File: src/rtl/tpu_tile_ctrl.sv
// tpu_tile_ctrl
// Tiling controller for an SA_DIM x SA_DIM systolic array. Computes C = A x B
// for arbitrary K, M, N by walking output tiles (N-tile outer, M-tile inner)
// and, per tile, K-chunks of depth SA_DIM. Each chunk loads the local A/B
// buffers from the operand SRAMs (with lane and k-step zero padding), runs the
// array, and folds the partial tile into on-chip accumulators. Only valid rows
// of each finished tile are written to the result SRAM.
//
// Ports
//   clk, rst            clock, asynchronous active-high reset
//   in_valid, K, M, N   job start strobe and matrix dimensions (A: MxK, B: KxN)
//   busy, done          job in progress / one-cycle completion pulse
//   a_addr, b_addr      operand SRAM read addresses (1-cycle read latency)
//   a_rdata, b_rdata    operand read data, lane l = A row l / B column l
//   lbuf_a, lbuf_b      local buffers, slot i = k-step i of the current chunk
//   sa_run, sa_done     array enable / array result-valid pulse
//   sa_result           partial product tile, row-major
//   c_wr_en, c_addr,    registered result SRAM write port, one tile row
//   c_wdata             per write
module tpu_tile_ctrl #(
    parameter int SA_DIM    = 4,
    parameter int DATA_BITS = 8,
    parameter int ACC_BITS  = 32,
    parameter int ADDR_BITS = 16,
    parameter int DIM_BITS  = 8
) (
    input  logic                                clk,
    input  logic                                rst,
    input  logic                                in_valid,
    input  logic [DIM_BITS-1:0]                 K,
    input  logic [DIM_BITS-1:0]                 M,
    input  logic [DIM_BITS-1:0]                 N,
    output logic                                busy,
    output logic                                done,
    output logic [ADDR_BITS-1:0]                a_addr,
    output logic [ADDR_BITS-1:0]                b_addr,
    input  logic [SA_DIM*DATA_BITS-1:0]         a_rdata,
    input  logic [SA_DIM*DATA_BITS-1:0]         b_rdata,
    output logic [SA_DIM*SA_DIM*DATA_BITS-1:0]  lbuf_a,
    output logic [SA_DIM*SA_DIM*DATA_BITS-1:0]  lbuf_b,
    output logic                                sa_run,
    input  logic                                sa_done,
    input  logic [SA_DIM*SA_DIM*ACC_BITS-1:0]   sa_result,
    output logic                                c_wr_en,
    output logic [ADDR_BITS-1:0]                c_addr,
    output logic [SA_DIM*ACC_BITS-1:0]          c_wdata
);

    localparam logic [2:0] ST_IDLE  = 3'd0;
    localparam logic [2:0] ST_LOAD  = 3'd1;
    localparam logic [2:0] ST_RUN   = 3'd2;
    localparam logic [2:0] ST_ACC   = 3'd3;
    localparam logic [2:0] ST_WRITE = 3'd4;
    localparam logic [2:0] ST_NEXT  = 3'd5;
    localparam logic [2:0] ST_DONE  = 3'd6;

    localparam int STEP_BITS = $clog2(SA_DIM + 1);
    localparam int ROW_BITS  = (SA_DIM > 1) ? $clog2(SA_DIM) : 1;
    localparam int BW        = DIM_BITS + 1;   // headroom for base + SA_DIM
    localparam logic [STEP_BITS-1:0] LAST_STEP = STEP_BITS'(SA_DIM);
    localparam logic [STEP_BITS-1:0] LAST_ROW  = STEP_BITS'(SA_DIM - 1);
    localparam logic [BW-1:0]        SA_DIM_W  = BW'(SA_DIM);

    logic [2:0]           state_reg;
    logic [STEP_BITS-1:0] step_reg;        // LOAD step, reused as WRITE row
    logic [DIM_BITS-1:0]  k_dim_reg, m_dim_reg, n_dim_reg;
    // Element offsets of the current tile/chunk (index * SA_DIM), kept instead
    // of indices so bounds checks need no multipliers.
    logic [BW-1:0]        k_base_reg, m_base_reg, n_base_reg;
    // Running mt*K, nt*K and nt*Mt+mt (tile order makes the last a plain count).
    logic [ADDR_BITS-1:0] a_base_reg, b_base_reg, tile_reg;
    logic                 c_wr_en_reg;
    logic [ADDR_BITS-1:0] c_addr_reg;
    logic [SA_DIM*ACC_BITS-1:0] c_wdata_reg;

    logic [DATA_BITS-1:0] buf_a_reg [SA_DIM][SA_DIM];   // [slot][lane]
    logic [DATA_BITS-1:0] buf_b_reg [SA_DIM][SA_DIM];
    logic [ACC_BITS-1:0]  acc_reg   [SA_DIM][SA_DIM];   // [row][col]

    logic [BW-1:0]        k_dim_w, m_dim_w, n_dim_w, k_cur, cap_k, rows_left;
    logic                 last_kt, last_mt, last_nt, last_row, slot_ok;
    logic [SA_DIM-1:0]    a_lane_ok, b_lane_ok;
    logic [ROW_BITS-1:0]  row_idx;
    logic [SA_DIM*ACC_BITS-1:0] wdata_row;

    assign k_dim_w   = BW'(k_dim_reg);
    assign m_dim_w   = BW'(m_dim_reg);
    assign n_dim_w   = BW'(n_dim_reg);
    assign k_cur     = k_base_reg + BW'(step_reg);
    // Data arriving in step s belongs to the address issued in step s-1.
    assign cap_k     = k_cur - BW'(1);
    assign slot_ok   = cap_k < k_dim_w;
    assign rows_left = m_dim_w - m_base_reg;
    assign last_kt   = (k_base_reg + SA_DIM_W) >= k_dim_w;
    assign last_mt   = (m_base_reg + SA_DIM_W) >= m_dim_w;
    assign last_nt   = (n_base_reg + SA_DIM_W) >= n_dim_w;
    assign last_row  = ((BW'(step_reg) + BW'(1)) >= rows_left) || (step_reg == LAST_ROW);
    assign row_idx   = step_reg[ROW_BITS-1:0];

    assign busy    = (state_reg != ST_IDLE) && (state_reg != ST_DONE);
    assign done    = (state_reg == ST_DONE);
    assign sa_run  = (state_reg == ST_RUN);
    assign a_addr  = (state_reg == ST_LOAD && step_reg < LAST_STEP) ?
                     a_base_reg + ADDR_BITS'(k_cur) : '0;
    assign b_addr  = (state_reg == ST_LOAD && step_reg < LAST_STEP) ?
                     b_base_reg + ADDR_BITS'(k_cur) : '0;
    assign c_wr_en = c_wr_en_reg;
    assign c_addr  = c_addr_reg;
    assign c_wdata = c_wdata_reg;

    genvar gi, gl;
    generate
        for (gi = 0; gi < SA_DIM; gi++) begin : g_lane
            assign a_lane_ok[gi] = (m_base_reg + BW'(gi)) < m_dim_w;
            assign b_lane_ok[gi] = (n_base_reg + BW'(gi)) < n_dim_w;
            // Columns beyond N are forced to zero on the write path.
            assign wdata_row[gi*ACC_BITS +: ACC_BITS] =
                b_lane_ok[gi] ? acc_reg[row_idx][gi] : '0;
            for (gl = 0; gl < SA_DIM; gl++) begin : g_pack
                assign lbuf_a[(gi*SA_DIM+gl)*DATA_BITS +: DATA_BITS] = buf_a_reg[gi][gl];
                assign lbuf_b[(gi*SA_DIM+gl)*DATA_BITS +: DATA_BITS] = buf_b_reg[gi][gl];
            end
        end
    endgenerate

    // Control FSM and write port.
    always_ff @(posedge clk or posedge rst) begin
        if (rst) begin
            state_reg   <= ST_IDLE;
            step_reg    <= '0;
            k_dim_reg   <= '0;
            m_dim_reg   <= '0;
            n_dim_reg   <= '0;
            k_base_reg  <= '0;
            m_base_reg  <= '0;
            n_base_reg  <= '0;
            a_base_reg  <= '0;
            b_base_reg  <= '0;
            tile_reg    <= '0;
            c_wr_en_reg <= 1'b0;
            c_addr_reg  <= '0;
            c_wdata_reg <= '0;
        end else begin
            c_wr_en_reg <= 1'b0;
            case (state_reg)
                ST_IDLE: begin
                    if (in_valid) begin
                        if (K == '0 || M == '0 || N == '0) begin
                            state_reg <= ST_DONE;
                        end else begin
                            k_dim_reg  <= K;
                            m_dim_reg  <= M;
                            n_dim_reg  <= N;
                            k_base_reg <= '0;
                            m_base_reg <= '0;
                            n_base_reg <= '0;
                            a_base_reg <= '0;
                            b_base_reg <= '0;
                            tile_reg   <= '0;
                            step_reg   <= '0;
                            state_reg  <= ST_LOAD;
                        end
                    end
                end
                ST_LOAD: begin
                    if (step_reg == LAST_STEP) begin
                        step_reg  <= '0;
                        state_reg <= ST_RUN;
                    end else begin
                        step_reg <= step_reg + STEP_BITS'(1);
                    end
                end
                ST_RUN: begin
                    if (sa_done) state_reg <= ST_ACC;
                end
                ST_ACC: begin
                    step_reg <= '0;
                    if (last_kt) begin
                        state_reg <= ST_WRITE;
                    end else begin
                        k_base_reg <= k_base_reg + SA_DIM_W;
                        state_reg  <= ST_LOAD;
                    end
                end
                ST_WRITE: begin
                    c_wr_en_reg <= 1'b1;
                    c_addr_reg  <= tile_reg * ADDR_BITS'(SA_DIM) + ADDR_BITS'(step_reg);
                    c_wdata_reg <= wdata_row;
                    if (last_row) state_reg <= ST_NEXT;
                    else          step_reg  <= step_reg + STEP_BITS'(1);
                end
                ST_NEXT: begin
                    step_reg   <= '0;
                    k_base_reg <= '0;
                    tile_reg   <= tile_reg + ADDR_BITS'(1);
                    if (last_mt) begin
                        m_base_reg <= '0;
                        a_base_reg <= '0;
                        if (last_nt) begin
                            state_reg <= ST_DONE;
                        end else begin
                            n_base_reg <= n_base_reg + SA_DIM_W;
                            b_base_reg <= b_base_reg + ADDR_BITS'(k_dim_reg);
                            state_reg  <= ST_LOAD;
                        end
                    end else begin
                        m_base_reg <= m_base_reg + SA_DIM_W;
                        a_base_reg <= a_base_reg + ADDR_BITS'(k_dim_reg);
                        state_reg  <= ST_LOAD;
                    end
                end
                ST_DONE: state_reg <= ST_IDLE;
                default: state_reg <= ST_IDLE;
            endcase
        end
    end

    // Local buffers: only written in LOAD, so they stay stable through RUN.
    always_ff @(posedge clk or posedge rst) begin
        if (rst) begin
            for (int i = 0; i < SA_DIM; i++) begin
                for (int l = 0; l < SA_DIM; l++) begin
                    buf_a_reg[i][l] <= '0;
                    buf_b_reg[i][l] <= '0;
                end
            end
        end else if (state_reg == ST_LOAD) begin
            for (int i = 0; i < SA_DIM; i++) begin
                if (step_reg == STEP_BITS'(i + 1)) begin
                    for (int l = 0; l < SA_DIM; l++) begin
                        buf_a_reg[i][l] <= (slot_ok && a_lane_ok[l]) ?
                                           a_rdata[l*DATA_BITS +: DATA_BITS] : '0;
                        buf_b_reg[i][l] <= (slot_ok && b_lane_ok[l]) ?
                                           b_rdata[l*DATA_BITS +: DATA_BITS] : '0;
                    end
                end
            end
        end
    end

    // Accumulators wrap naturally at ACC_BITS; cleared between tiles.
    always_ff @(posedge clk or posedge rst) begin
        if (rst) begin
            for (int r = 0; r < SA_DIM; r++)
                for (int c = 0; c < SA_DIM; c++)
                    acc_reg[r][c] <= '0;
        end else if (state_reg == ST_IDLE || state_reg == ST_NEXT) begin
            for (int r = 0; r < SA_DIM; r++)
                for (int c = 0; c < SA_DIM; c++)
                    acc_reg[r][c] <= '0;
        end else if (state_reg == ST_ACC) begin
            for (int r = 0; r < SA_DIM; r++)
                for (int c = 0; c < SA_DIM; c++)
                    acc_reg[r][c] <= acc_reg[r][c] +
                                     sa_result[(r*SA_DIM+c)*ACC_BITS +: ACC_BITS];
        end
    end

endmodule
File: config.mk
export PLATFORM = sky130hd
export DESIGN_NAME = tpu_tile_ctrl
export DESIGN_NICKNAME = d
export VERILOG_FILES = /design/src/rtl/tpu_tile_ctrl.sv
export SDC_FILE = /design/constraint.sdc
export NUM_CORES = 2
export LEC_CHECK = 0
export BUFFER_PORTS_ARGS = -buffer_cell sky130_fd_sc_hd__clkbuf_2
export CAP_MARGIN = 5
export CORE_AREA = 2 2 401 403
export CTS_BUF_LIST = sky130_fd_sc_hd__clkbuf_4
export CTS_CLUSTER_DIAMETER = 120
export DETAILED_ROUTE_END_ITERATION = 10
export DIE_AREA = 0 0 403 405
export HOLD_SLACK_MARGIN = 0.05
export PLACE_DENSITY_LB_ADDON = 0.25
export SYNTH_ARGS = -nofsm -noshare
export SYNTH_HDL_FRONTEND = slang
export SYNTH_SLANG_ARGS = --single-unit
File: constraint.sdc
create_clock -name clk -period 49.7 [get_ports clk]
set_input_delay 9.94 -clock clk [delete_from_list [all_inputs] [get_ports clk]]
set_output_delay 9.94 -clock clk [all_outputs]
set_load 0.02 [all_outputs]
After elaboration in Yosys (flattened, before gate mapping) --
Index checks and enable logic that the tools add are counted.
Storage, ports and cells: input port bits 604, register bits 1018, logic and storage cells 220
Cells by class: $lt $le $gt $ge 15, reduce and logical (&&, ||, !) cells 34, multiplexer cells 51, eq/ne operators 20, add/subtract/negate cells 36, bitwise logic cells 2
Operators with widths (number):
- 512-bit 2-to-1 mux | 2
- 32-bit adder | 16
- 128-bit binary-select mux with 2-bit select | 1
- 128-bit 2-to-1 mux | 2
- 32-bit 2-to-1 mux | 4
- 16-bit 2-to-1 mux | 7
- 16-bit case mux with 2 select lines | 3
- 9-bit by 8-bit less-than comparator with 1-bit output | 9
- 8-bit 2-to-1 mux | 8
- 9-bit 2-to-1 mux | 6
- 9-bit by 2-bit adder with 9-bit output (second input constant) | 4
- 3-bit 2-to-1 mux | 12
- 9-bit case mux with 2 select lines | 2
- 16-bit by 8-bit adder with 16-bit output | 2
- 16-bit by 9-bit adder with 16-bit output | 2
- 9-bit by 3-bit adder with 9-bit output (second input constant) | 3
- 9-bit by 8-bit greater-or-equal comparator with 1-bit output | 3
- 9-bit case mux with 3 select lines | 1
- 8-bit zero test | 3
- 9-bit by 1-bit adder with 9-bit output (second input constant) | 2
- 3-bit case mux with 6 select lines | 1
- 16-bit by 1-bit adder with 16-bit output (second input constant) | 1
- 16-bit by 3-bit adder with 16-bit output | 1
- 2-bit inequality test (second input constant) | 7
- other kinds (28) | 56

Logic depth before layout (Yosys ltp) --
depth after elaboration 6, depth in mapped cells 20

Worst setup path after synthesis --
No wires, ideal clock.
path type reg2out, from reg step_reg[2], to out b_addr[15], data required time 39.760 ns, buffers on the path 1, path slack 36.613 ns, stages on the path, launching flop included 14, data arrival time 3.147 ns, cells stage by stage dfrtp_1 -> ha_1 -> clkbuf_1 -> ha_1 -> a21o_1 -> maj3_1 -> a21oi_1 -> nor2b_1 -> o21ai_1 -> nand2b_1 -> a21o_1 -> a21oi_1 -> o21ai_0 -> a21oi_1
On the way: word-level cells in the longest chain between the ends 3
Ends and longest elaborated chain:
- from (decl) | RTL line 65 | logic [STEP_BITS-1:0] step_reg;
- from (signal assigned) | RTL line 170 | step_reg <= step_reg + STEP_BITS'(1);
- from (signal assigned) | RTL line 190 | else step_reg <= step_reg + STEP_BITS'(1);
- 9-bit by 3-bit adder with 9-bit output / 3-bit less-than comparator (equally long branches) | RTL line 89, 105
- 16-bit by 9-bit adder with 16-bit output / 1-bit logical AND (equally long branches) | RTL line 106, 105
- 16-bit 2-to-1 mux * | RTL line 105 | assign b_addr = (state_reg == ST_LOAD && step_reg < LAST_STEP) ?
- to (decl) | RTL line 36 | output logic [ADDR_BITS-1:0] b_addr,
Every way passes the cells marked *; elsewhere a longest branch is shown, timed or not.

Worst setup path after layout --
Ends and elaborated chain as after synthesis.

==> metrics.txt <==
clock transition at the registers of the reported paths 60 ps; initial antenna violation count 132; post-detail-place hpwl 194000 um; Fin Setup TNS 0 ps; die area 163000 sq um; top post-synthesis cells by count nand2_1, dfrtp_1, o21ai_0, ha_1, a21oi_1; setup repair bufs after CTS 0; CTS Hold Bufs 0; First-pass DRT Iterations 6; critical path fanouts, max 8; Placer Congestion 0.959; largest net degree at the start of global routing 200; GRT Total Usage 30.5%; Req. time, crit path 39760 ps; CP Launch Type flip-flop; FF-to-FF setup slack 44130 ps; max reg flops 512; pwr dens 64.7 nW/um^2; Critical Path AT 4940 ps; sequential share of the synthesized area 38.3%; WS Path Type reg2out; minimum clock period 14880 ps; # clock sinks 1010; EDFF count, synth 0; share of post-route cells with drive strength above 1 20.6%; Routed WL 253000 um; FMAX 67.2 MHz; vias in the first global route 59.6k; global-route wire length before repair 375000 um; initial core utilization 41.5%; Setup WS pre-CTS 35980 ps; post-synth top area share 38.3%; most common cell in the netlist nand2_1; Setup Viol. Count Final 0; DRC 0; Area growth, synth to finish 16.8%; clk buf depth 4; CP Launch Point step_reg[2]$_DFFE_PP0P_; H-tree levels 5; crit path capture type output port; outcome completed; final worst path period share 29.9%; Yosys warnings 0; Post-Syn Area per Cell 9.40 sq um; Hold Vio Cnt, Final 0; top post-synthesis cells by area dfrtp_1, ha_1, nand2_1, o21ai_0, mux4_2; global route overflow 0; Slew @ Worst Pin 1270 ps; worst reg2reg startpoint step_reg[1]$_DFFE_PP0P_; Num CTS Buffers 313; routed len/inst 24.1 um; clk_skew 114 ps; Clock Tree Root clkbuf_4; hold_sp acc_reg[31]$_DFFE_PP0P_; cells after synthesis 7023; Clk Latency, worst-skew pair 1370 ps; Yosys reg bits 1010; placed insts 9918; largest area contributor in the netlist dfrtp_1; Max rail drop VDD 0.0495 mV; FP Rows 147; Vias 60.6k; Worst Hold Class reg2reg; port bufs 1039; Top FF cell, synth dfrtp_1; vias per inst 5.77; Non-Filler Instances 10.5k; DR iter-0 viols 4546; final core utilization 48.4%; RSZ-0062 raised after global routing no; post_cts resized 0; final worst setup slack 34820 ps; max_cap viols 0; Mapped Area 66000 sq um; Syn Nets 8254; Max-slew headroom 15.2%; Yosys cell types 89; Nets 9378; Pleak 38.3 nW; Core ar. 159000 sq um; Synth async-reset ratio 100%; overall die width 403 um; Die H 405 um; max-slew violation count 0; Top Ports 1040; Antenna Nets Post-Route 0; CTS tree yes
-- critical path: stages, from the launching register on --
cell and delay, ps:
dfrtp_1 500, ha_1 460, ha_1 370, a21o_1 200, maj3_1 360, a21oi_1 190, nor2b_1 80, o21ai_1 130
nand2b_1 110, a21o_1 190, a21oi_1 490, o21ai_0 190, a21oi_1 180, clkbuf_2 220
-- layout make-up --
type | count | area [sq um]
Clock buffer | 436 | 3270
Inverter | 170 | 651
Multi-Input combinational cell | 5570 | 39200
Antenna cell | 70 | 175
Sequential cell | 1010 | 25300
Timing Repair Buffer | 1082 | 5600
Clock inverter | 77 | 382
Fill cell | 15500 | 82100
Tap cell | 2086 | 2610
-- cell families after synthesis --
logic type / synth area share (%)
xor+xnor: 7.01
buf+inv: 2.52
simple gates: 13.1
mux: 4.62
fa+ha+maj: 12.1
flops: 38.3
compound gates: 22.3
other cells: 0.0114
-- cells in the final DEF (no fill, tap or decap), types with 60 or more instances in the layout --
cell type,synthesis,routed
a21o_1,233,233
a21oi_1,465,464
a22o_1,200,200
a32o_1,79,79
clkbuf_2,0,1039
clkbuf_4,0,436
clkinv_1,3,63
dfrtp_1,1010,1008
diode_2,0,70
ha_1,607,607
inv_1,166,165
mux4_2,128,128
nand2_1,1019,1011
nand2b_1,127,127
nand3_1,89,88
nor2_1,322,319
nor2b_1,74,74
nor3_1,66,64
o21a_1,60,60
o21ai_0,644,643
o21ai_1,259,258
o21bai_1,86,86
xnor2_1,270,270
xor2_1,259,259
-- metal layers --
layer	part of all wire [%]	global-route usage, %	vias up
met2	47	49.6	2334
met3	7.8	8.30	690
li1	-	-	28100
met5	0.23	0	-
met4	6.2	20.1	84
met1	38	35.3	29400
-- report_power, final --
part	switching (mW)	internal (mW)	total [mW]
Clock	0.397	0.417	0.813
Sequential	0.321	1.13	1.45
Combinational	1.61	1.11	2.72
-- final timing paths --
kind,cells after the start,endpoint
min reg2reg,1,acc_reg[31]$_DFFE_PP0P_
max reg2reg,16,lbuf_b[73]$_DFFE_PP0P_
max in group asynchronous,5,acc_reg[413]$_DFFE_PP0P_
min in group asynchronous,2,lbuf_b[1]$_DFFE_PP0P_
max,13,b_addr[15]
min,1,acc_reg[31]$_DFFE_PP0P_
-- stage by stage --
| step | area (sq um) | hold WS (ps) | total power [mW] |
|---|---|---|---|
| 2_1_floorplan | 66000 | 437 | 3.38 |
| 3_3_place_gp | 73300 | 457 | 4.11 |
| 3_5_place_dp | 73300 | 457 | 4.16 |
| 4_1_cts | 77000 | 468 | 5.00 |
| 5_1_grt | 77100 | 492 | 5.40 |
| 6_report | 77200 | 463 | 4.99 |
(Power assumes the default switching activity.)
